[config.mk]
export PLATFORM = sky130hd
export DESIGN_NAME = fft_peak_detector
export DESIGN_NICKNAME = d
export VERILOG_FILES = /design/src/rtl/fft_peak_detector.sv
export SDC_FILE = /design/constraint.sdc
export NUM_CORES = 1
export LEC_CHECK = 0
export CAP_MARGIN = 10
export CORE_MARGIN = 2
export CORE_UTILIZATION = 30
export DETAILED_ROUTE_END_ITERATION = 16
export GPL_TIMING_DRIVEN = 0
export PLACE_DENSITY = 0.59
export SLEW_MARGIN = 20
export SYNTH_ARGS = -nofsm -noshare
export SYNTH_HDL_FRONTEND = slang
export SYNTH_SLANG_ARGS = --single-unit
[constraint.sdc]
create_clock -name clk -period 2.43 [get_ports clk]
set_clock_uncertainty 0.05 [all_clocks]
set_input_delay 0.486 -clock clk [delete_from_list [all_inputs] [get_ports clk]]
set_output_delay 0.486 -clock clk [all_outputs]
set_load 0.05 [all_outputs]
[src/rtl/fft_peak_detector.sv]
// Per-frame peak search over the positive-frequency half of an FFT magnitude stream.
// Holds the strongest bin and its magnitude until software acknowledges the result.
module fft_peak_detector #(
  parameter int FFT_SIZE = 1024,
  parameter int MAG_W    = 21,
  parameter int MIN_BIN  = 1,
  parameter int BIN_W    = $clog2(FFT_SIZE)
) (
  input  logic             clk,
  input  logic             reset,
  input  logic             i_ce,
  input  logic             i_sync,
  input  logic [MAG_W-1:0] i_mag,
  input  logic [MAG_W-1:0] i_threshold,
  input  logic             i_ack,
  output logic             o_valid,
  output logic             o_detect,
  output logic [BIN_W-1:0] o_peak_bin,
  output logic [MAG_W-1:0] o_peak_mag,
  output logic             o_overrun,
  output logic             o_resync
);

  typedef enum logic [1:0] {
    WAIT_SYNC = 2'd0,
    SCAN      = 2'd1,
    COMMIT    = 2'd2
  } state_t;

  localparam logic [BIN_W-1:0] LAST_BIN = BIN_W'(FFT_SIZE / 2 - 1);
  localparam logic [BIN_W-1:0] MIN_IDX  = BIN_W'(MIN_BIN);
  localparam logic [BIN_W-1:0] BIN_ONE  = BIN_W'(1);
  localparam logic [BIN_W-1:0] BIN_ZERO = {BIN_W{1'b0}};
  localparam logic [MAG_W-1:0] MAG_ZERO = {MAG_W{1'b0}};

  state_t           state_q;
  logic [BIN_W-1:0] bin_cnt_q, bin_cnt_d;
  logic [BIN_W-1:0] run_bin_q, run_bin_d;
  logic [MAG_W-1:0] run_max_q, run_max_d;
  logic [BIN_W-1:0] peak_bin_q;
  logic [MAG_W-1:0] peak_mag_q;
  logic             valid_q, detect_q, overrun_q, resync_q;

  logic [BIN_W-1:0] bin_idx_s;
  logic             in_win_s, take_s, mid_sync_s, last_s;

  // Classify the presented sample; a sync sample is always bin 0 of a fresh search
  always_comb begin
    bin_idx_s  = i_sync ? BIN_ZERO : bin_cnt_q;
    bin_cnt_d  = bin_idx_s + BIN_ONE;
    in_win_s   = (bin_idx_s >= MIN_IDX) && (bin_idx_s <= LAST_BIN);
    take_s     = in_win_s && ((bin_idx_s == MIN_IDX) || (i_mag > run_max_q));
    mid_sync_s = i_sync && (bin_cnt_q != BIN_ZERO);
    last_s     = (bin_idx_s == LAST_BIN);
    run_max_d  = take_s ? i_mag     : (i_sync ? MAG_ZERO : run_max_q);
    run_bin_d  = take_s ? bin_idx_s : (i_sync ? BIN_ZERO : run_bin_q);
  end

  // Frame FSM, running maximum and held result registers
  always_ff @(posedge clk) begin
    if (reset) begin
      state_q    <= WAIT_SYNC;
      bin_cnt_q  <= BIN_ZERO;
      run_bin_q  <= BIN_ZERO;
      run_max_q  <= MAG_ZERO;
      peak_bin_q <= BIN_ZERO;
      peak_mag_q <= MAG_ZERO;
      valid_q    <= 1'b0;
      detect_q   <= 1'b0;
      overrun_q  <= 1'b0;
      resync_q   <= 1'b0;
    end else begin
      if (i_ack) begin
        valid_q   <= 1'b0;
        overrun_q <= 1'b0;
        resync_q  <= 1'b0;
      end
      // Commit overrides a same-cycle ack on o_valid; the run_* values are the completed frame
      if (state_q == COMMIT) begin
        peak_bin_q <= run_bin_q;
        peak_mag_q <= run_max_q;
        detect_q   <= (run_max_q >= i_threshold);
        valid_q    <= 1'b1;
        if (valid_q && !i_ack) begin
          overrun_q <= 1'b1;
        end
      end
      case (state_q)
        WAIT_SYNC: begin
          if (i_ce && i_sync) begin
            state_q   <= SCAN;
            bin_cnt_q <= bin_cnt_d;
            run_max_q <= run_max_d;
            run_bin_q <= run_bin_d;
          end
        end
        SCAN, COMMIT: begin
          if (i_ce) begin
            bin_cnt_q <= bin_cnt_d;
            run_max_q <= run_max_d;
            run_bin_q <= run_bin_d;
            state_q   <= last_s ? COMMIT : SCAN;
            if (mid_sync_s) begin
              resync_q <= 1'b1;
            end
          end else begin
            state_q <= SCAN;
          end
        end
        default: state_q <= WAIT_SYNC;
      endcase
    end
  end

  assign o_valid    = valid_q;
  assign o_detect   = detect_q;
  assign o_peak_bin = peak_bin_q;
  assign o_peak_mag = peak_mag_q;
  assign o_overrun  = overrun_q;
  assign o_resync   = resync_q;

endmodule

### Word-level counts from Yosys, hierarchy flattened

Index checks and enable logic that the tools add are counted.

| storage, ports and cells | value |
|---|---|
| register bits after elaboration | 78 |
| input bits | 47 |
| output and inout bits | 35 |
| word-level logic and storage cells | 61 |

| operators by class | value |
|---|---|
| add/sub/neg operators | 1 |
| order comparisons | 4 |
| equality and inequality tests | 6 |
| multiplexer cells | 27 |
| reductions and logical operators | 13 |

Operators by type and width:

| kind | number |
|---|---|
| $mux W21 | 4 |
| $mux W10 | 7 |
| $pmux W21 S2 | 1 |
| $pmux W10 S2 | 2 |
| $ge A21 B21 Y1 | 1 |
| $gt A21 B21 Y1 | 1 |
| $add A10 B1 Y10 const B | 1 |
| $eq A10 B1 Y1 const B | 1 |
| $eq A10 B9 Y1 const B | 1 |
| $ge A10 B1 Y1 const B | 1 |
| $le A10 B9 Y1 const B | 1 |
| $reduce_bool A10 Y1 | 1 |
| $mux W1 | 9 |
| $mux W2 | 3 |
| $logic_and A1 B1 Y1 | 5 |
| $ne A2 B2 Y1 const B | 2 |
| $pmux W2 S2 | 1 |
| $reduce_bool A2 Y1 | 2 |
| $reduce_and A3 Y1 | 1 |
| $eq A2 B1 Y1 const B | 1 |
| $eq A2 B2 Y1 const B | 1 |
| $logic_not A2 Y1 | 1 |
| $reduce_or A2 Y1 | 1 |
| $logic_not A1 Y1 | 1 |
| $logic_or A1 B1 Y1 | 1 |

### Logic depth before layout (Yosys ltp)

Gate-level depths: netlist of the first run.

| depth | value |
|---|---|
| word-level depth | 7 |
| mapped depth | 11 |
| depth with buffers taken out | 8 |

### Least setup slack after synthesis of the first run

OpenSTA, ideal clock, no wires.

| timing path | value |
|---|---|
| kind | input -> register |
| start | input i_sync |
| end | register run_bin_q[0] |
| setup time | 72 ps |
| arrival time | 2099 ps |
| required time | 2308 ps |
| slack | 209 ps |
| cell stages on the path | 9 |
| path buffers | 3 |
| path through | buf_4 nand2b_1 ha_1 nor2b_1 a2111oi_0 a31o_1 buf_6 buf_12 mux2i_1 |

| between the ends | value |
|---|---|
| cells in the longest elaborated chain, start to end | 7 |
| elaborated cells between the ends (all ways) | 15 |
| classes of those cells | 2 x order compare; 2 x eq/ne; 6 x mux; 5 x reduce/logical |

Ends and longest elaborated chain:

| what | line | text |
|---|---|---|
| from (decl) | 12 | `input logic i_sync,` |
| $mux W10 | 49 | `bin_idx_s = i_sync ? BIN_ZERO : bin_cnt_q;` |
| $ge A10 B1 Y1 (tied with other cells) | 51 | `in_win_s = (bin_idx_s >= MIN_IDX) && (bin_idx_s <= LAST_BIN);` |
| $logic_and A1 B1 Y1 or $logic_or A1 B1 Y1 (tied branches) | 51, 52 |  |
| $logic_and A1 B1 Y1 | 52 | `take_s = in_win_s && ((bin_idx_s == MIN_IDX) \|\| (i_mag > run_max_q));` |
| $mux W10 | 56 | `run_bin_d = take_s ? bin_idx_s : (i_sync ? BIN_ZERO : run_bin_q);` |
| $mux W10 (on tied branches) | 98, 90 |  |
| $pmux W10 S2 | 88 | `case (state_q)` |
| to (signal assigned) | 94 | `run_bin_q <= run_bin_d;` |
| to (signal assigned) | 101 | `run_bin_q <= run_bin_d;` |
| to (decl) | 38 | `logic [BIN_W-1:0] run_bin_q, run_bin_d;` |

Parallel ways exist; a longest one is shown, timed or not. The select of a mux whose other input is x is not followed.
A chain may end at the register's enable or synchronous reset.

### Final worst setup path of the first run

| timing path | value |
|---|---|
| start | input i_mag[17] |
| end | register run_max_q[18] |

| between the ends | value |
|---|---|
| cells in the longest elaborated chain, start to end | 6 |
| elaborated cells between the ends (all ways) | 7 |
| classes of those cells | 1 x order compare; 4 x mux; 2 x reduce/logical |

Ends and longest elaborated chain:

| what | line | text |
|---|---|---|
| from (decl) | 13 | `input logic [MAG_W-1:0] i_mag,` |
| $gt A21 B21 Y1 (*) | 52 |  |
| $logic_or A1 B1 Y1 (*) | 52 |  |
| $logic_and A1 B1 Y1 (*) | 52 |  |
| $mux W21 (*) | 55 | `run_max_d = take_s ? i_mag : (i_sync ? MAG_ZERO : run_max_q);` |
| $mux W21 (on tied branches) | 98, 90 |  |
| $pmux W21 S2 (*) | 88 |  |
| to (signal assigned) | 93 | `run_max_q <= run_max_d;` |
| to (signal assigned) | 100 | `run_max_q <= run_max_d;` |
| to (decl) | 39 | `logic [MAG_W-1:0] run_max_q, run_max_d;` |

Every way passes the cells marked *; elsewhere a longest branch is shown, timed or not. The select of a mux whose other input is x is not followed.

==> run metrics, run 1 <==
cell depth of the worst flop-to-flop path 11; Layout Nets between 600 and 700; first-pass GRT wire length ~19 mm; Clock Latency Late Sink roughly 0.34 ns; H-tree Lvls 3; register area share after synthesis around 36%; multiplexer share of the synthesized area between 10% and 20%; RR Startpoint run_max_q[19]; Syn Area/Cell 8.80 um^2; Final GP Congestion 0.807; main combinational cell family by area after synthesis simple AND/OR/NAND/NOR gates; Syn Inst Count approximately 500; Tightest Hold Check Type input pin to flip-flop; Antenna diodes 0; Routed Antenna Nets 0; Final Max Tran Viols 0; Slew @ Worst Pin a little over 0.8 ns; ys flop type dfxtp_1; Synth Register Bits 78; Slowest-stage cell, CP nor4_4; Tcrit/Tclk final 97.9%; vias in the first global route 3,795; r2r endpoint run_max_q[18]; remaining global-route overflow 0; EDFF count, synth 0; post-DR vias/cell 4.70; Util after Layout 41.0%; row cnt 44; die area 15,600 um^2; Hold Path Depth 3; drt first pass iters 4; post-synthesis adder-cell area fraction 13.7%; Mapped Nets 592; P&R area growth vs syn 34.6%; total chip power 2870 uW; worst path buffer plus inverter count 4; status completed; chip width roughly 120 um; fraction of layout cells with a size suffix above 1 11.5%; Mapped Area 4370 um^2; worst path required time 2.64 ns; Worst-path clk slew 0.06 ns; Ys Warns 0; Worst VDD drop 0.000304 V; CP top delay family buffers and inverters; WS Path Type input pin to flip-flop; Startpoint Class input pin; DP HPWL ~8.3 mm; drt wl/cell 14.6 um; clock sink count 78; R2R Setup Slk around 0.070 ns; clock root cell clkbuf_16; Max Cap Violations 0; RSZ-0062 raised after global routing true; Largest stage delay, worst path 0.36 ns; Routed Wire Length 11.5 mm; Crit. path cell count 11; num ports roughly 80; endpoint class of the critical path flip-flop; antenna violations before repair 0; hold endpoint run_max_q[20]; drt first-iter violations 165; asr flop ratio synth 0%; Via Count 3,683; final number of setup-violating endpoints 0; slew margin rel. 44.9%; power per cell area 487 nW/um^2; crit-path cells clkdlybuf4s15_1 > ha_4 > nand4_1 > nor4_4 > a2bb2oi_1 > o221ai_1 > a31o_1 > buf_6 > buf_12 > buf_16 > mux2i_1; post-synthesis compound-gate area fraction under 10%; synth unique cells 47; largest net degree at the start of global routing 12; critical hold path startpoint i_mag[20]; core area about 14,000 um^2; LEAKAGE 0.00254 uW; DR DRC count 0; clk buf depth 2; final hold violations 0; Port Buf Inserts 80; Crit Path Max Fanout 5; initial core utilization 30.4%; Num CTS Buffers 9; worst path arrival time 2.59 ns; gr usage total between 10% and 20%; max frequency 420 MHz; post-synthesis simple-gate area fraction 18.9%; TritonCTS clock tree yes; fin crit period 2.38 ns; die extent in y ~120 um; Synth Area in XOR/XNOR 1.20%
[cells by family (layout without fill, tap and decap cells)]
group / after synthesis / after routing
XOR/XNOR: 6 / 6
AND/OR/NAND/NOR: 173 / 173
AO/OA/AOI/OAI: 57 / 57
adder cells (fa/ha/maj): 48 / 48
buffers and inverters: 72 / 175
flip-flops: 78 / 78
multiplexers: 63 / 63
[stage by stage]
step	setup slack (ns)	cells	cell area (um^2)	hold WS, ns	setup TNS [ns]
after floorplan	0.209	497	4370	0.388	0
after global placement	-0.739	761	5400	0.403	-23.22
after detailed placement	-0.854	761	5400	0.401	-26.02
after CTS	0.00797	776	5770	0.417	0
after global routing	-0.0684	784	5890	0.397	-0.455
final	0.0517	784	5890	0.398	0
[flip-flops by register name, summed over array words and instances (netlist names)]
signal / count
o_detect: 1
o_peak_mag: 21
run_max_q: 21
bin_cnt_q: 10
o_peak_bin: 10
state_q: 2
o_valid: 1
o_overrun: 1
run_bin_q: 10
o_resync: 1
[report_power, final]
group          internal (uW)  total [uW]  switching (uW)
combinational            172         346             174
clock                    726        1220             496
sequential              1290        1300            12.2
total                   2190        2870             682
[what timing repair did]
item	in CTS	in global routing
setup endpoints to repair	31	32
buffers inserted	1	9
hold endpoints to repair	0	0
gates resized for setup	29	27
pin swaps	19	9
cloned	1	0
hold buffers	0	0
[layer usage]
metal	track usage, %	up-vias	share of wire [%]
li1	-	1864	-
met1	18.4	1729	45
met2	26.1	78	49
met3	3.74	12	4.2
met4	3.64	0	1.3
met5	0	-	0
[placed cells by master, fill, tap and decap left out, types with 3 or more instances in the layout]
| cell | instances |
|---|---|
| a21o_1 | 10 |
| a21oi_1 | 23 |
| a31oi_1 | 3 |
| buf_12 | 3 |
| buf_2 | 3 |
| buf_4 | 10 |
| buf_6 | 3 |
| clkbuf_1 | 9 |
| clkbuf_16 | 9 |
| clkbuf_2 | 3 |
| clkdlybuf4s50_1 | 63 |
| dfxtp_1 | 67 |
| dfxtp_2 | 8 |
| dfxtp_4 | 3 |
| dlygate4sd2_1 | 13 |
| ha_1 | 41 |
| ha_4 | 7 |
| inv_1 | 47 |
| inv_2 | 3 |
| mux2i_1 | 62 |
| nand2_1 | 56 |
| nand2b_1 | 23 |
| nand3_1 | 9 |
| nand4_1 | 8 |
| nor2_1 | 54 |
| nor2b_1 | 3 |
| nor3_1 | 3 |
| o21ai_0 | 9 |
| xnor2_1 | 4 |
[worst max-delay path by stage]
stage	start	to	slack, ns
floorplan	i_sync	run_bin_q[0]	0.21
global placement	i_sync	run_bin_q[6]	-0.74
detailed placement	i_sync	run_max_q[17]	-0.85
CTS	i_mag[15]	run_max_q[16]	0.008
global route	i_mag[17]	run_max_q[15]	-0.07
finish	i_mag[17]	run_max_q[18]	0.05
[cell type report]
type	instances	area, um^2
clock buffer	11	253
buffer	21	139
sequential	78	1580
inverter	50	188
timing repair buffer	91	893
multi-input combinational	347	2590
tap	184	230
fill	1411	8480
clock inverter	2	10.0
[worst min-delay path, stage by stage]
cell and delay (ns):
clkbuf_2 0.12, nand2b_1 0.08, mux2i_1 0.06
[Yosys cell counts, types with 2 or more instances]
cell type / number / area share [%]
ha_1: 48 / 14
nor4_1: 2 / 0.29
nor3_1: 3 / 0.34
buf_1: 2 / 0.17
nand2_1: 57 / 4.9
a21oi_1: 23 / 2.6
o211ai_1: 2 / 0.34
or2_2: 2 / 0.29
nor2_1: 54 / 4.6
a2111oi_0: 2 / 0.40
a31oi_1: 3 / 0.43
inv_1: 50 / 4.3
xor2_1: 2 / 0.40
buf_12: 3 / 1.4
o21ai_0: 9 / 1.0
xnor2_1: 4 / 0.80
o21a_1: 2 / 0.34
buf_2: 3 / 0.34
clkbuf_1: 9 / 0.77
nor2b_1: 4 / 0.57
buf_4: 2 / 0.34
a21o_1: 10 / 1.7
buf_6: 2 / 0.51
nand4_1: 8 / 1.1
dfxtp_1: 78 / 36
nand3_1: 9 / 1.0
mux2i_1: 62 / 14
nand2b_1: 23 / 3.3
(Power assumes the default switching activity.)
==> inputs of run 2 (changes only) <==
--- a/config.mk
+++ b/config.mk
@@ -5,12 +5,13 @@
 export SDC_FILE = /design/constraint.sdc
 export NUM_CORES = 1
 export LEC_CHECK = 0
+export ABC_CLOCK_PERIOD_IN_PS = 2430
 export CAP_MARGIN = 10
 export CORE_MARGIN = 2
 export CORE_UTILIZATION = 30
 export DETAILED_ROUTE_END_ITERATION = 16
 export GPL_TIMING_DRIVEN = 0
-export PLACE_DENSITY = 0.59
+export PLACE_DENSITY = 0.55
 export SLEW_MARGIN = 20
 export SYNTH_ARGS = -nofsm -noshare
 export SYNTH_HDL_FRONTEND = slang
==> run 2 against run 1 <==
Effect of this change:
- cell count up 1.4%
- critical endpoint is now run_max_q[17]
- largest cell class unchanged
- clock power about the same
- final area up 3.0%
==> run metrics, run 2 (synthesis gave the netlist of run 1 again) <==
status completed; Hold Path Depth 3 (unchanged); P_sw 717 uW (+5.0%); gr usage total 14.3% (-0.64 points); clk buf depth 2 (unchanged); DR DRC count 0 (unchanged); Util after Layout 42.2% (+1.2 points); worst path arrival time 2.56 ns (-0.03 ns); drt wl/cell 14.4 um (-1.8%); Routed Wire Length 11.4 mm (-0.44%); Sw Ratio 24.7% (+0.91 points); die extent in y 125 um (unchanged); post-DR vias/cell 4.65 (-0.96%); endpoint class of the critical path flip-flop; worst path required time 2.65 ns (about the same); final number of setup-violating endpoints 0 (unchanged); largest net degree at the start of global routing 13 (+1); highest-count cells in the layout ignoring fill and taps 67 x dfxtp_1, 63 x clkdlybuf4s50_1, 62 x mux2i_1; Routed Antenna Nets 0 (unchanged); Port Buf Inserts 80 (unchanged); vias in the first global route 3,608 (-4.9%); Layout Nets 701 (+1.2%); Antenna diodes 0 (unchanged); Tcrit/Tclk final 96.5% (-1.4 points); combinational fraction of design power 12.4% (+0.3 points); clock power share 42.9% (+0.3 points); Via Count 3,699 (+0.43%); row cnt 44 (unchanged); GR Util met2 24.0% (-2.1 points); WS Path Type flip-flop to flip-flop; Setup TNS Final 0 ns (unchanged); Slew @ Worst Pin 0.784 ns (-0.0425 ns); antenna violations before repair 0 (unchanged); sequential power share 44.7% (-0.6 points); RSZ-0062 raised after global routing true; Tightest Hold Check Type input pin to flip-flop; final hold violations 0 (unchanged); cell internal pwr 2190 uW (about the same); Max Cap Violations 0 (unchanged); routing usage on met1 17.1% (-1.3 points); slew margin rel. 47.8% (+2.8 points); chip width 125 um (unchanged); TritonCTS clock tree yes; fraction of layout cells with a size suffix above 1 13.3% (+1.8 points); Final Max Tran Viols 0 (unchanged); clock sink count 78 (unchanged); remaining global-route overflow 0 (unchanged); Worst-path clk slew 0.06 ns (about the same); cell depth of the worst flop-to-flop path 10 (-1); power per cell area 479 nW/um^2 (-1.7%); P&R area growth vs syn 38.6%; drt first pass iters 4 (unchanged); Final GP Congestion 0.782 (-3.1%); Fillers 1,407 (-0.28%); fin crit period 2.34 ns (-0.0340 ns); Crit Path Max Fanout 7 (+2); max frequency 427 MHz (+1.4%); Worst VDD drop 0.000417 V (+37%); first-pass GRT wire length 17.8 mm (-5.1%); M3 GR Usage 4.81% (+1.1 points); Startpoint Class flip-flop; GR peak layer met2; num ports 82 (unchanged); most common cell after layout, fill and taps aside dfxtp_1; Num CTS Buffers 9 (unchanged); core area 14,400 um^2 (unchanged); initial core utilization 30.4% (unchanged); Clock Latency Late Sink 0.34 ns (about the same); LEAKAGE 0.00265 uW (+4.6%); clock root cell clkbuf_16; H-tree Lvls 3 (unchanged); drt first-iter violations 159 (-3.6%); die area 15,600 um^2 (unchanged); DP HPWL 8.25 mm (-0.95%); worst hold margin 0.408 ns (+0.0103 ns)
==> run 2: changes by cell type in the layout (fill, tap and decap cells not counted), sizes merged <==
cell,delta
clkdlybuf4s15,+2
clkbuf,+3
clkinv,+1
buf,+5
dlygate4sd2,-10
clkinvlp,+1
dlymetal6s2s,+9
==> run 2: what timing repair did <==
action                                  CTS  global route
cloned                                    0             3
hold endpoints to repair                  0             0
endpoints found under the setup margin   31            32
resized for setup                        15            44
buffers inserted                          2            13
hold buffers                              0             0
pin swaps                                10            19
==> run 2: final timing paths <==
path	startpoint	to	slack, ns
setup reg to reg	run_max_q[18]	run_max_q[17]	0.09
setup / recovery	run_max_q[18]	run_max_q[17]	0.09
hold / removal	i_mag[9]	run_max_q[9]	0.41
hold reg to reg	run_bin_q[3]	run_bin_q[3]	0.42
==> run 2: cell type report <==
cell class / instances / area, um^2 / share of cell area (%)
well taps: 184 / 230 / 3.80
inverters: 50 / 188 / 3.10
flip-flops and latches: 78 / 1590 / 26.2
clock buffers: 12 / 246 / 4.07
plain buffers: 22 / 159 / 2.62
clock inverters: 4 / 22.5 / 0.372
multi-input cells: 347 / 2630 / 43.3
repair buffers: 98 / 1000 / 16.5
==> run 2: worst max-delay path, stage by stage (launching register included) <==
cell and delay (ns):
dfxtp_4 0.35, inv_1 0.06, ha_4 0.27, nand4_1 0.17, nor4_2 0.39, a2bb2oi_1 0.10, o221ai_1 0.20, a31o_1 0.14
buf_6 0.18, clkbuf_16 0.17, mux2i_1 0.18
==> run 2: layer usage <==
layer  wire [um]  vias up
met5           0        -
met4         207        0
met3         578       13
met2        5540       76
met1        5100     1723
li1            -     1887
==> run 2: metrics by stage <==
step	setup slack (ns)	instance area (um^2)	power [uW]	cells
finish	0.0857	6060	2900	795
global route	-0.0733	6060	3030	795
CTS	0.00396	5740	2910	779
detailed placement	-0.804	5400	1650	761
global placement	-0.788	5400	1640	761
floorplan	0.209	4370	1510	497
==> run 2: power by group through the flow <==
stage | Clock, uW | Sequential (uW) | Combinational (uW)
3_3_place_gp | 0 | 1330 | 313
6_report | 1240 | 1300 | 360
2_1_floorplan | 0 | 1330 | 180
4_1_cts | 1280 | 1300 | 331
3_5_place_dp | 0 | 1330 | 320
5_1_grt | 1330 | 1300 | 400
